<file path="src/rtl/seq_det_pkg.sv">
// Shared types and helpers for the sequence-detector scheduler family.
// Provides the FSM state encoding, default pattern constants and round-robin selection.
package seq_det_pkg;

  typedef enum logic [1:0] {
    IDLE,
    SHIFT,
    REPORT
  } state_e;

  localparam int unsigned DEF_PAT_LEN = 3;
  localparam logic [DEF_PAT_LEN-1:0] DEF_PATTERN = 3'b101;

  localparam int unsigned MAX_CH = 32;
  localparam int unsigned MAX_W  = 5;

  // First requester after ptr, wrapping at n_ch; returns ptr if nobody requests.
  function automatic int unsigned next_rr(input logic [MAX_CH-1:0] req,
                                          input int unsigned ptr,
                                          input int unsigned n_ch);
    int unsigned idx;
    logic        found;
    next_rr = ptr;
    found   = 1'b0;
    for (int unsigned i = 1; i <= n_ch; i++) begin
      idx = ptr + i;
      if (idx >= n_ch) idx = idx - n_ch;
      if (!found && req[idx[MAX_W-1:0]]) begin
        next_rr = idx;
        found   = 1'b1;
      end
    end
  endfunction

endpackage

</file>
<file path="src/rtl/seq_det_rr_sched_det.sv">
// Non-overlapping Moore pattern detector with a fill counter.
// A match clears history so consecutive hits never share bits.
module nol_pattern_det
  import seq_det_pkg::*;
#(
  parameter int unsigned          PAT_LEN = DEF_PAT_LEN,
  parameter logic [PAT_LEN-1:0]   PATTERN = DEF_PATTERN
) (
  input  logic clk,
  input  logic rstn,
  input  logic clr,
  input  logic en,
  input  logic bit_in,
  output logic det_out
);

  localparam int unsigned FILL_W = $clog2(PAT_LEN + 1);

  logic [PAT_LEN-1:0] hist_q, hist_d, hist_shift;
  logic [FILL_W-1:0]  fill_q, fill_d, fill_inc;
  logic               det_q, det_d;

  assign hist_shift = {hist_q[PAT_LEN-2:0], bit_in};
  assign fill_inc   = (fill_q == FILL_W'(PAT_LEN)) ? fill_q : fill_q + 1'b1;

  always_comb begin
    hist_d = hist_q;
    fill_d = fill_q;
    det_d  = 1'b0;
    if (clr) begin
      hist_d = '0;
      fill_d = '0;
    end else if (en) begin
      if (fill_inc == FILL_W'(PAT_LEN) && hist_shift == PATTERN) begin
        det_d  = 1'b1;
        hist_d = '0;
        fill_d = '0;
      end else begin
        hist_d = hist_shift;
        fill_d = fill_inc;
      end
    end
  end

  always_ff @(posedge clk) begin
    if (!rstn) begin
      hist_q <= '0;
      fill_q <= '0;
      det_q  <= 1'b0;
    end else begin
      hist_q <= hist_d;
      fill_q <= fill_d;
      det_q  <= det_d;
    end
  end

  assign det_out = det_q;

endmodule

</file>
<file path="src/rtl/seq_det_rr_sched.sv">
// Round-robin scheduler sharing one non-overlapping pattern detector among N_CH frame sources.
// Serialises the granted frame MSB-first and reports its channel and match count.
module seq_det_rr_sched
  import seq_det_pkg::*;
#(
  parameter int unsigned        N_CH      = 4,
  parameter int unsigned        FRAME_LEN = 8,
  parameter int unsigned        PAT_LEN   = DEF_PAT_LEN,
  parameter logic [PAT_LEN-1:0] PATTERN   = DEF_PATTERN,
  parameter int unsigned        CNT_W     = 4,
  localparam int unsigned       CH_W      = $clog2(N_CH)
) (
  input  logic                      clk,
  input  logic                      rstn,
  input  logic [N_CH-1:0]           req,
  input  logic [N_CH*FRAME_LEN-1:0] frame_data,
  output logic [N_CH-1:0]           grant,
  output logic                      busy,
  output logic                      det_out,
  output logic                      done,
  output logic [CH_W-1:0]           done_ch,
  output logic [CNT_W-1:0]          match_cnt
);

  localparam int unsigned BC_W = $clog2(FRAME_LEN);

  state_e               state_q, state_d;
  logic [CH_W-1:0]      ptr_q, ptr_d, sel;
  logic [FRAME_LEN-1:0] sr_q, sr_d;
  logic [BC_W-1:0]      bit_cnt_q, bit_cnt_d;
  logic [CNT_W-1:0]     run_q, run_d;
  logic [N_CH-1:0]      grant_q, grant_d;
  logic                 done_q, done_d;
  logic [CH_W-1:0]      done_ch_q, done_ch_d;
  logic [CNT_W-1:0]     match_cnt_q, match_cnt_d;
  logic                 det_clr, det_en, det_w;

  assign sel = CH_W'(next_rr(MAX_CH'(req), 32'(ptr_q), N_CH));

  always_comb begin
    state_d     = state_q;
    ptr_d       = ptr_q;
    sr_d        = sr_q;
    bit_cnt_d   = bit_cnt_q;
    run_d       = run_q;
    grant_d     = '0;
    done_d      = 1'b0;
    done_ch_d   = done_ch_q;
    match_cnt_d = match_cnt_q;
    det_clr     = 1'b0;
    det_en      = 1'b0;
    case (state_q)
      IDLE: begin
        if (|req) begin
          sr_d         = frame_data[32'(sel)*FRAME_LEN +: FRAME_LEN];
          ptr_d        = sel;
          bit_cnt_d    = '0;
          run_d        = '0;
          det_clr      = 1'b1;
          grant_d[sel] = 1'b1;
          state_d      = SHIFT;
        end
      end
      SHIFT: begin
        det_en = 1'b1;
        sr_d   = {sr_q[FRAME_LEN-2:0], 1'b0};
        if (det_w && run_q != '1) run_d = run_q + 1'b1;
        if (bit_cnt_q == BC_W'(FRAME_LEN - 1)) state_d = REPORT;
        else bit_cnt_d = bit_cnt_q + 1'b1;
      end
      REPORT: begin
        // The last bit's detection only becomes visible here, so fold it in.
        match_cnt_d = (det_w && run_q != '1) ? run_q + 1'b1 : run_q;
        done_d      = 1'b1;
        done_ch_d   = ptr_q;
        state_d     = IDLE;
      end
      default: state_d = IDLE;
    endcase
  end

  always_ff @(posedge clk) begin
    if (!rstn) begin
      state_q     <= IDLE;
      ptr_q       <= CH_W'(N_CH - 1);
      sr_q        <= '0;
      bit_cnt_q   <= '0;
      run_q       <= '0;
      grant_q     <= '0;
      done_q      <= 1'b0;
      done_ch_q   <= '0;
      match_cnt_q <= '0;
    end else begin
      state_q     <= state_d;
      ptr_q       <= ptr_d;
      sr_q        <= sr_d;
      bit_cnt_q   <= bit_cnt_d;
      run_q       <= run_d;
      grant_q     <= grant_d;
      done_q      <= done_d;
      done_ch_q   <= done_ch_d;
      match_cnt_q <= match_cnt_d;
    end
  end

  nol_pattern_det #(
    .PAT_LEN (PAT_LEN),
    .PATTERN (PATTERN)
  ) u_det (
    .clk     (clk),
    .rstn    (rstn),
    .clr     (det_clr),
    .en      (det_en),
    .bit_in  (sr_q[FRAME_LEN-1]),
    .det_out (det_w)
  );

  assign grant     = grant_q;
  assign busy      = (state_q != IDLE);
  assign det_out   = det_w;
  assign done      = done_q;
  assign done_ch   = done_ch_q;
  assign match_cnt = match_cnt_q;

endmodule

</file>
<file path="config.mk">
export PLATFORM = sky130hd
export DESIGN_NAME = seq_det_rr_sched
export DESIGN_NICKNAME = d
export VERILOG_FILES = /design/src/rtl/seq_det_pkg.sv /design/src/rtl/seq_det_rr_sched_det.sv /design/src/rtl/seq_det_rr_sched.sv
export SDC_FILE = /design/constraint.sdc
export NUM_CORES = 1
export LEC_CHECK = 0
export BUFFER_PORTS_ARGS = -buffer_cell sky130_fd_sc_hd__buf_4
export CAP_MARGIN = 10
export CORE_MARGIN = 1
export CORE_UTILIZATION = 46
export DETAILED_ROUTE_END_ITERATION = 8
export PLACE_DENSITY_LB_ADDON = 0.05
export SLEW_MARGIN = 40
export SYNTH_ARGS = -nofsm -noshare
export SYNTH_HDL_FRONTEND = slang
export SYNTH_SLANG_ARGS = --single-unit
</file>
<file path="constraint.sdc">
create_clock -name clk -period 2.4 [get_ports clk]
set_clock_uncertainty 0.05 [all_clocks]
set_input_delay 0.48 -clock clk [delete_from_list [all_inputs] [get_ports clk]]
set_output_delay 0.48 -clock clk [all_outputs]
set_load 0.01 [all_outputs]
</file>
* After elaboration in Yosys (flattened, before gate mapping)
Cells that the tools add are included.
** Word-level totals
- Bits in registers :: 35
- Input bits :: 38
** Operators by class
- Add/sub/neg operators :: 11
- Order comparisons :: 10
- Eq/ne operators :: 10
- Shift operators :: 1
- Muxes and demuxes :: 40
- Bitwise logic cells :: 2
- Reductions and logical operators :: 20
** Operator list (count)
- $shiftx 32x6->8 :: 1
- $lt 5x6->1 const B :: 4
- $bmux 1 s5 :: 4
- $mux 5 :: 4
- $mux 2 :: 9
- $pmux 8 s2 :: 1
- $mux 1 :: 13
- $sub 3x3->4 const B :: 3
- $ge 3x3->1 const B :: 3
- $mux 4 :: 2
- $mux 8 :: 1
- $pmux 4 s2 :: 1
- $add 2x2->3 const B :: 2
- $eq 2x2->1 const B :: 3
- $eq 3x3->1 const B :: 2
- $logic_and 1x1->1 :: 6
- $mux 3 :: 2
- $ne 2x2->1 const B :: 3
- $pmux 3 s2 :: 1
- $reduce_and 2->1 :: 3
- $reduce_and 3->1 :: 2
- $sub 4x3->5 const B :: 1
- $add 2x3->4 const B :: 1
- $add 4x1->4 const B :: 1
- 17 further kinds :: 21

* Longest topological paths before layout
- Depth in word-level cells :: 19
- Gate-level depth with buffers :: 11
- Mapped depth without buffers :: 9

* Modules after synthesis
A second synthesis with hierarchy kept.
** Unflattened totals
- Cells, all modules :: 218
- Area, all modules :: 1919.3 µm²
** By module, submodules not included
- seq_det_rr_sched :: times used 1, cells each 193, area each 1694.1 µm², seq. area each 600.6 µm²
- nol_pattern_det :: times used 1, cells each 25, area each 225.2 µm², seq. area each 100.1 µm²

* Worst setup path after synthesis
No wires, ideal clock.
- Kind :: register to register
- Start point :: register ptr_q[0]
- End point :: register sr_q[6]
- Setup time :: 136 ps
- Arrival :: 2333 ps
- Slack :: -119 ps
- Stages on the path, launching flop included :: 11
- Path buffers :: 1
- Clock period less this slack :: 2519 ps
- Cell sequence :: dfxtp_1 -> buf_6 -> inv_1 -> ha_1 -> mux2i_1 -> nor3_1 -> a211oi_4 -> xnor2_1 -> and4b_4 -> a222oi_1 -> o211ai_1
** Between the ends
- Word-level cells in the longest chain between the ends :: 18
- Elaborated cells between the ends (all ways) :: 40
- Classes of those cells :: 8 x add/sub; 4 x order compare; 1 x shift; 21 x mux; 6 x reduce/logical
** RTL lines
- start, declared :: RTL line seq_det_rr_sched.sv:28 : logic [CH_W-1:0] ptr_q, ptr_d, sel;
- start signal, assigned :: RTL line seq_det_rr_sched.sv:85 : ptr_q <= CH_W'(N_CH - 1);
- start signal, assigned :: RTL line seq_det_rr_sched.sv:95 : ptr_q <= ptr_d;
- $add 2x1->3 :: RTL line seq_det_pkg.sv:26 : idx = ptr + i;
- $sub 3x3->4 / $ge 3x3->1 (equally long branches) :: RTL line seq_det_pkg.sv:27 : if (idx >= n_ch) idx = idx - n_ch;
- $mux 5 :: RTL line seq_det_pkg.sv:27
- $bmux 1 s5 :: RTL line seq_det_pkg.sv:28 : if (!found && req[idx[MAX_W-1:0]]) begin
- $mux 1 (not written as such) :: RTL line seq_det_pkg.sv:28
- $mux 1 :: RTL line seq_det_pkg.sv:28
- $logic_not 1->1 :: RTL line seq_det_pkg.sv:28
- $logic_and 1x1->1 :: RTL line seq_det_pkg.sv:28
- [... 2 more ...]
- $logic_and 1x1->1 :: RTL line seq_det_pkg.sv:28
- $mux 1 :: RTL line seq_det_pkg.sv:28
- $logic_not 1->1 :: RTL line seq_det_pkg.sv:28
- $logic_and 1x1->1 :: RTL line seq_det_pkg.sv:28
- $mux 2 (*) :: RTL line seq_det_pkg.sv:28
- $shiftx 32x6->8 (*) :: RTL line seq_det_rr_sched.sv:55 : sr_d = frame_data[32'(sel)*FRAME_LEN +: FRAME_LEN];
- $mux 8 (*) :: RTL line seq_det_rr_sched.sv:54 : if (|req) begin
- $pmux 8 s2 (*) :: RTL line seq_det_rr_sched.sv:52 : case (state_q)
- end signal, assigned :: RTL line seq_det_rr_sched.sv:96 : sr_q <= sr_d;
- end, declared :: RTL line seq_det_rr_sched.sv:29 : logic [FRAME_LEN-1:0] sr_q, sr_d;
Mark *: on every way between the ends. The rest lies on a longest branch, timed or not. The select of a mux whose other input is x is not followed.
A chain may end at the register's enable or synchronous reset.

* Worst setup path in the final report
Same ends and word-level chain as after synthesis.

==> impl_metrics.ini <==
[run_status]
outcome = finished clean

[cells_and_area]
n_antenna_cell = 0
fin_nets = 303
syn_to_final_growth_pct = 39.7
seq_area_um2 = 706
drive_gt1_share_pct = 36.6
nFillCells = 331
fin_area_mm2 = 0.00255
multi_input_area_mm2 = 0.00115

[drt]
via_per_inst = 5.60
dr_total_vias = 1708
first_pass_iters = 4
final_antenna_net_count = 0
drc = 0
routed_wl_um = 4440
routedWlPerCell_um = 14.6
drt_iter0_drc = 109

[synth]
synth_area_mm2 = 0.00182
yosysSeqAreaShare_pct = 38.4
ys_types = 50
synth_commonest_cells = dfxtp_1, mux2i_1, nor2_1
synth_most_common_cell = dfxtp_1
yosysWarnings = 0
netlist.area_leader.share_pct = 38.4
synth_edf_count = 0
synth_area_per_cell_um2 = 9.40
syn_inst = 194
yosysTopAreaCell = dfxtp_1
synthArstFlopShare_pct = 0
synth_area_leaders = dfxtp_1, mux2i_1, ha_1
synth-seq-cells = 35
synth-main-ff-cell = dfxtp_1
synth_fp_nets = 240

[floorplanning]
num_rows = 22
dieArea_mm2 = 0.00422
io_pins = 51
die_h_um = 65.0
core_region_area_mm2 = 0.00374
start_util_pct = 48.7
die_x_um = 65.0

[power_and_ir_drop]
seqPwrFrac_pct = 26.2
leakage_nw = 1.11
power.switching_w = 0.00101
combPwrFrac_pct = 55.7
switching_share_pct = 35.7
power.internal_w = 0.00182
finalPower_w = 0.00284
cellPowerDensity_mw_per_mm2 = 1110
irDropWorstVdd_mv = 0.537
p_clk_share_pct = 18.1

[critical_path]
worst_ep_required_time_ns = 2.50
cp-start-kind = flip-flop
crit_arrival_ns = 2.45
cp-end-kind = flip-flop
critPathLaunch = ptr_q[0]
r2r_start = ptr_q[0]
crit_type = flip-flop to flip-flop
crit_fanout = 5

[clocking]
cts_tree = built
cts_buffer_depth = 2
hold_buffers = 0
cts_made_buffers = 5
ctsHtreeMaxLevel = 2
cts_root_buffer = clkbuf_8
cts.clk_slew.worst_paths_ns = 0.07
cts_sinks = 35
insertion_delay_ns = 0.28

[grt]
grt_util_met3_pct = 5.99
track_usage_pct = 22.4
top_usage_layer = met2
antenna_found_initial = 0
use_met2_pct = 35.5
grt_pass1_wl_um = 7250
grt_max_degree = 22
grt_pass1_vias = 1543
gr-usage-met1_pct = 28.6
overflow = 0

[timing]
drv_slew = 0
fin_ws_ns = 0.0518
tightest_slew_ns = 0.423
finalHoldViolCount = 0
finalSetupViolations = 0
fin_setup_tns_ns = 0
slew_headroom_pct = 71.8
fin_crit_sh_pct = 97.8
fmax_mhz = 426
period_minus_slack_ns = 2.35

[job]
maxCapViolCount = 0

[placement]
placed_cell_area_mm2 = 0.00235
place.gp.congestion = 0.787
place_ws_ns = 0.0157
numPortBuffers = 50
place_hpwl_um = 3210

[min_path]
hp-start = rstn
worstHoldPathType = primary input to flip-flop
cell usage in the layout, fill, tap and decap left out, drive strengths merged, types with 2 or more instances in the layout:
master and count:
o221ai 6, dfxtp 35, nand3 7, mux2 2, inv 4, a211oi 4, o211ai 3, nand3b 2
o21ai 3, a21oi 11, clkbuf 6, a31oi 3, nand2 12, buf 62, nor3 5, xnor2 2
or3 4, nor2b 5, nand2b 3, mux2i 19, and2 4, a22oi 7, nor2 18, ha 8
cell type report:
type                       instances  area share [%]
sequential                        35            27.7
multi-input combinational        147            45.0
tap                               48            2.36
clock buffer                       5            2.70
inverter                           5           0.835
timing repair buffer              63            19.9
clock inverter                     2            1.47
worst paths after layout:
| check | to | slack [ns] | depth (start not counted) |
|---|---|---|---|
| setup / recovery | sr_q[6] | 0.05 | 9 |
| hold / removal | ptr_q[0] | 0.37 | 2 |
| setup reg to reg | sr_q[6] | 0.05 | 9 |
| hold reg to reg | u_det.hist_q[1] | 0.43 | 2 |
worst max-delay path: stages, from the launching register on:
cell      delay, ns
dfxtp_4        0.37
inv_4          0.05
ha_4           0.29
mux2i_1        0.23
nor3_2         0.10
nor3_1         0.23
o211a_1        0.25
and4b_4        0.22
a222oi_1       0.30
o211ai_1       0.13
repair_timing:
action	in CTS	in global routing
resized for setup	0	18
endpoints found under the setup margin	0	10
buffers inserted	0	1
flip-flops by register name, summed over array words and instances, names as in the netlist:
register,cells
bit_cnt_q,3
done,1
done_ch,2
grant,4
match_cnt,4
ptr_q,2
run_q,4
sr_q,8
state_q,2
u_det.det_out,1
u_det.fill_q,2
u_det.hist_q,2
logic make-up after synthesis:
group,after synthesis,share of synthesized area [%]
simple gates,64,18.1
compound gates,51,21.5
flops,35,38.4
mux,21,11.9
buf+inv,12,3.16
fa+ha+maj,8,5.49
xor+xnor,3,1.44
layer usage:
metal	up-vias	routed length, µm
li1	851	-
met3	4	212
met1	806	2030
met5	-	0
met4	0	44
met2	47	2160
power by group through the flow:
stage	Sequential, W	Combinational (W)	Clock (W)
CTS	0.000731	0.00135	0.000522
floorplan	0.000755	0.000953	0
finish	0.000744	0.00158	0.000513
global route	0.000755	0.00169	0.000555
global placement	0.000740	0.00129	0
detailed placement	0.000742	0.00134	0
per-stage QoR:
step / std cells / hold WS [ns] / utilization [%]
detailed placement: 296 / 0.423 / 62.8
finish: 305 / 0.369 / 68.0
CTS: 303 / 0.370 / 65.7
global route: 305 / 0.371 / 68.0
floorplan: 194 / 0.387 / -
global placement: 296 / 0.406 / 62.8
No activity file was read; power rests on OpenSTA's default activity.
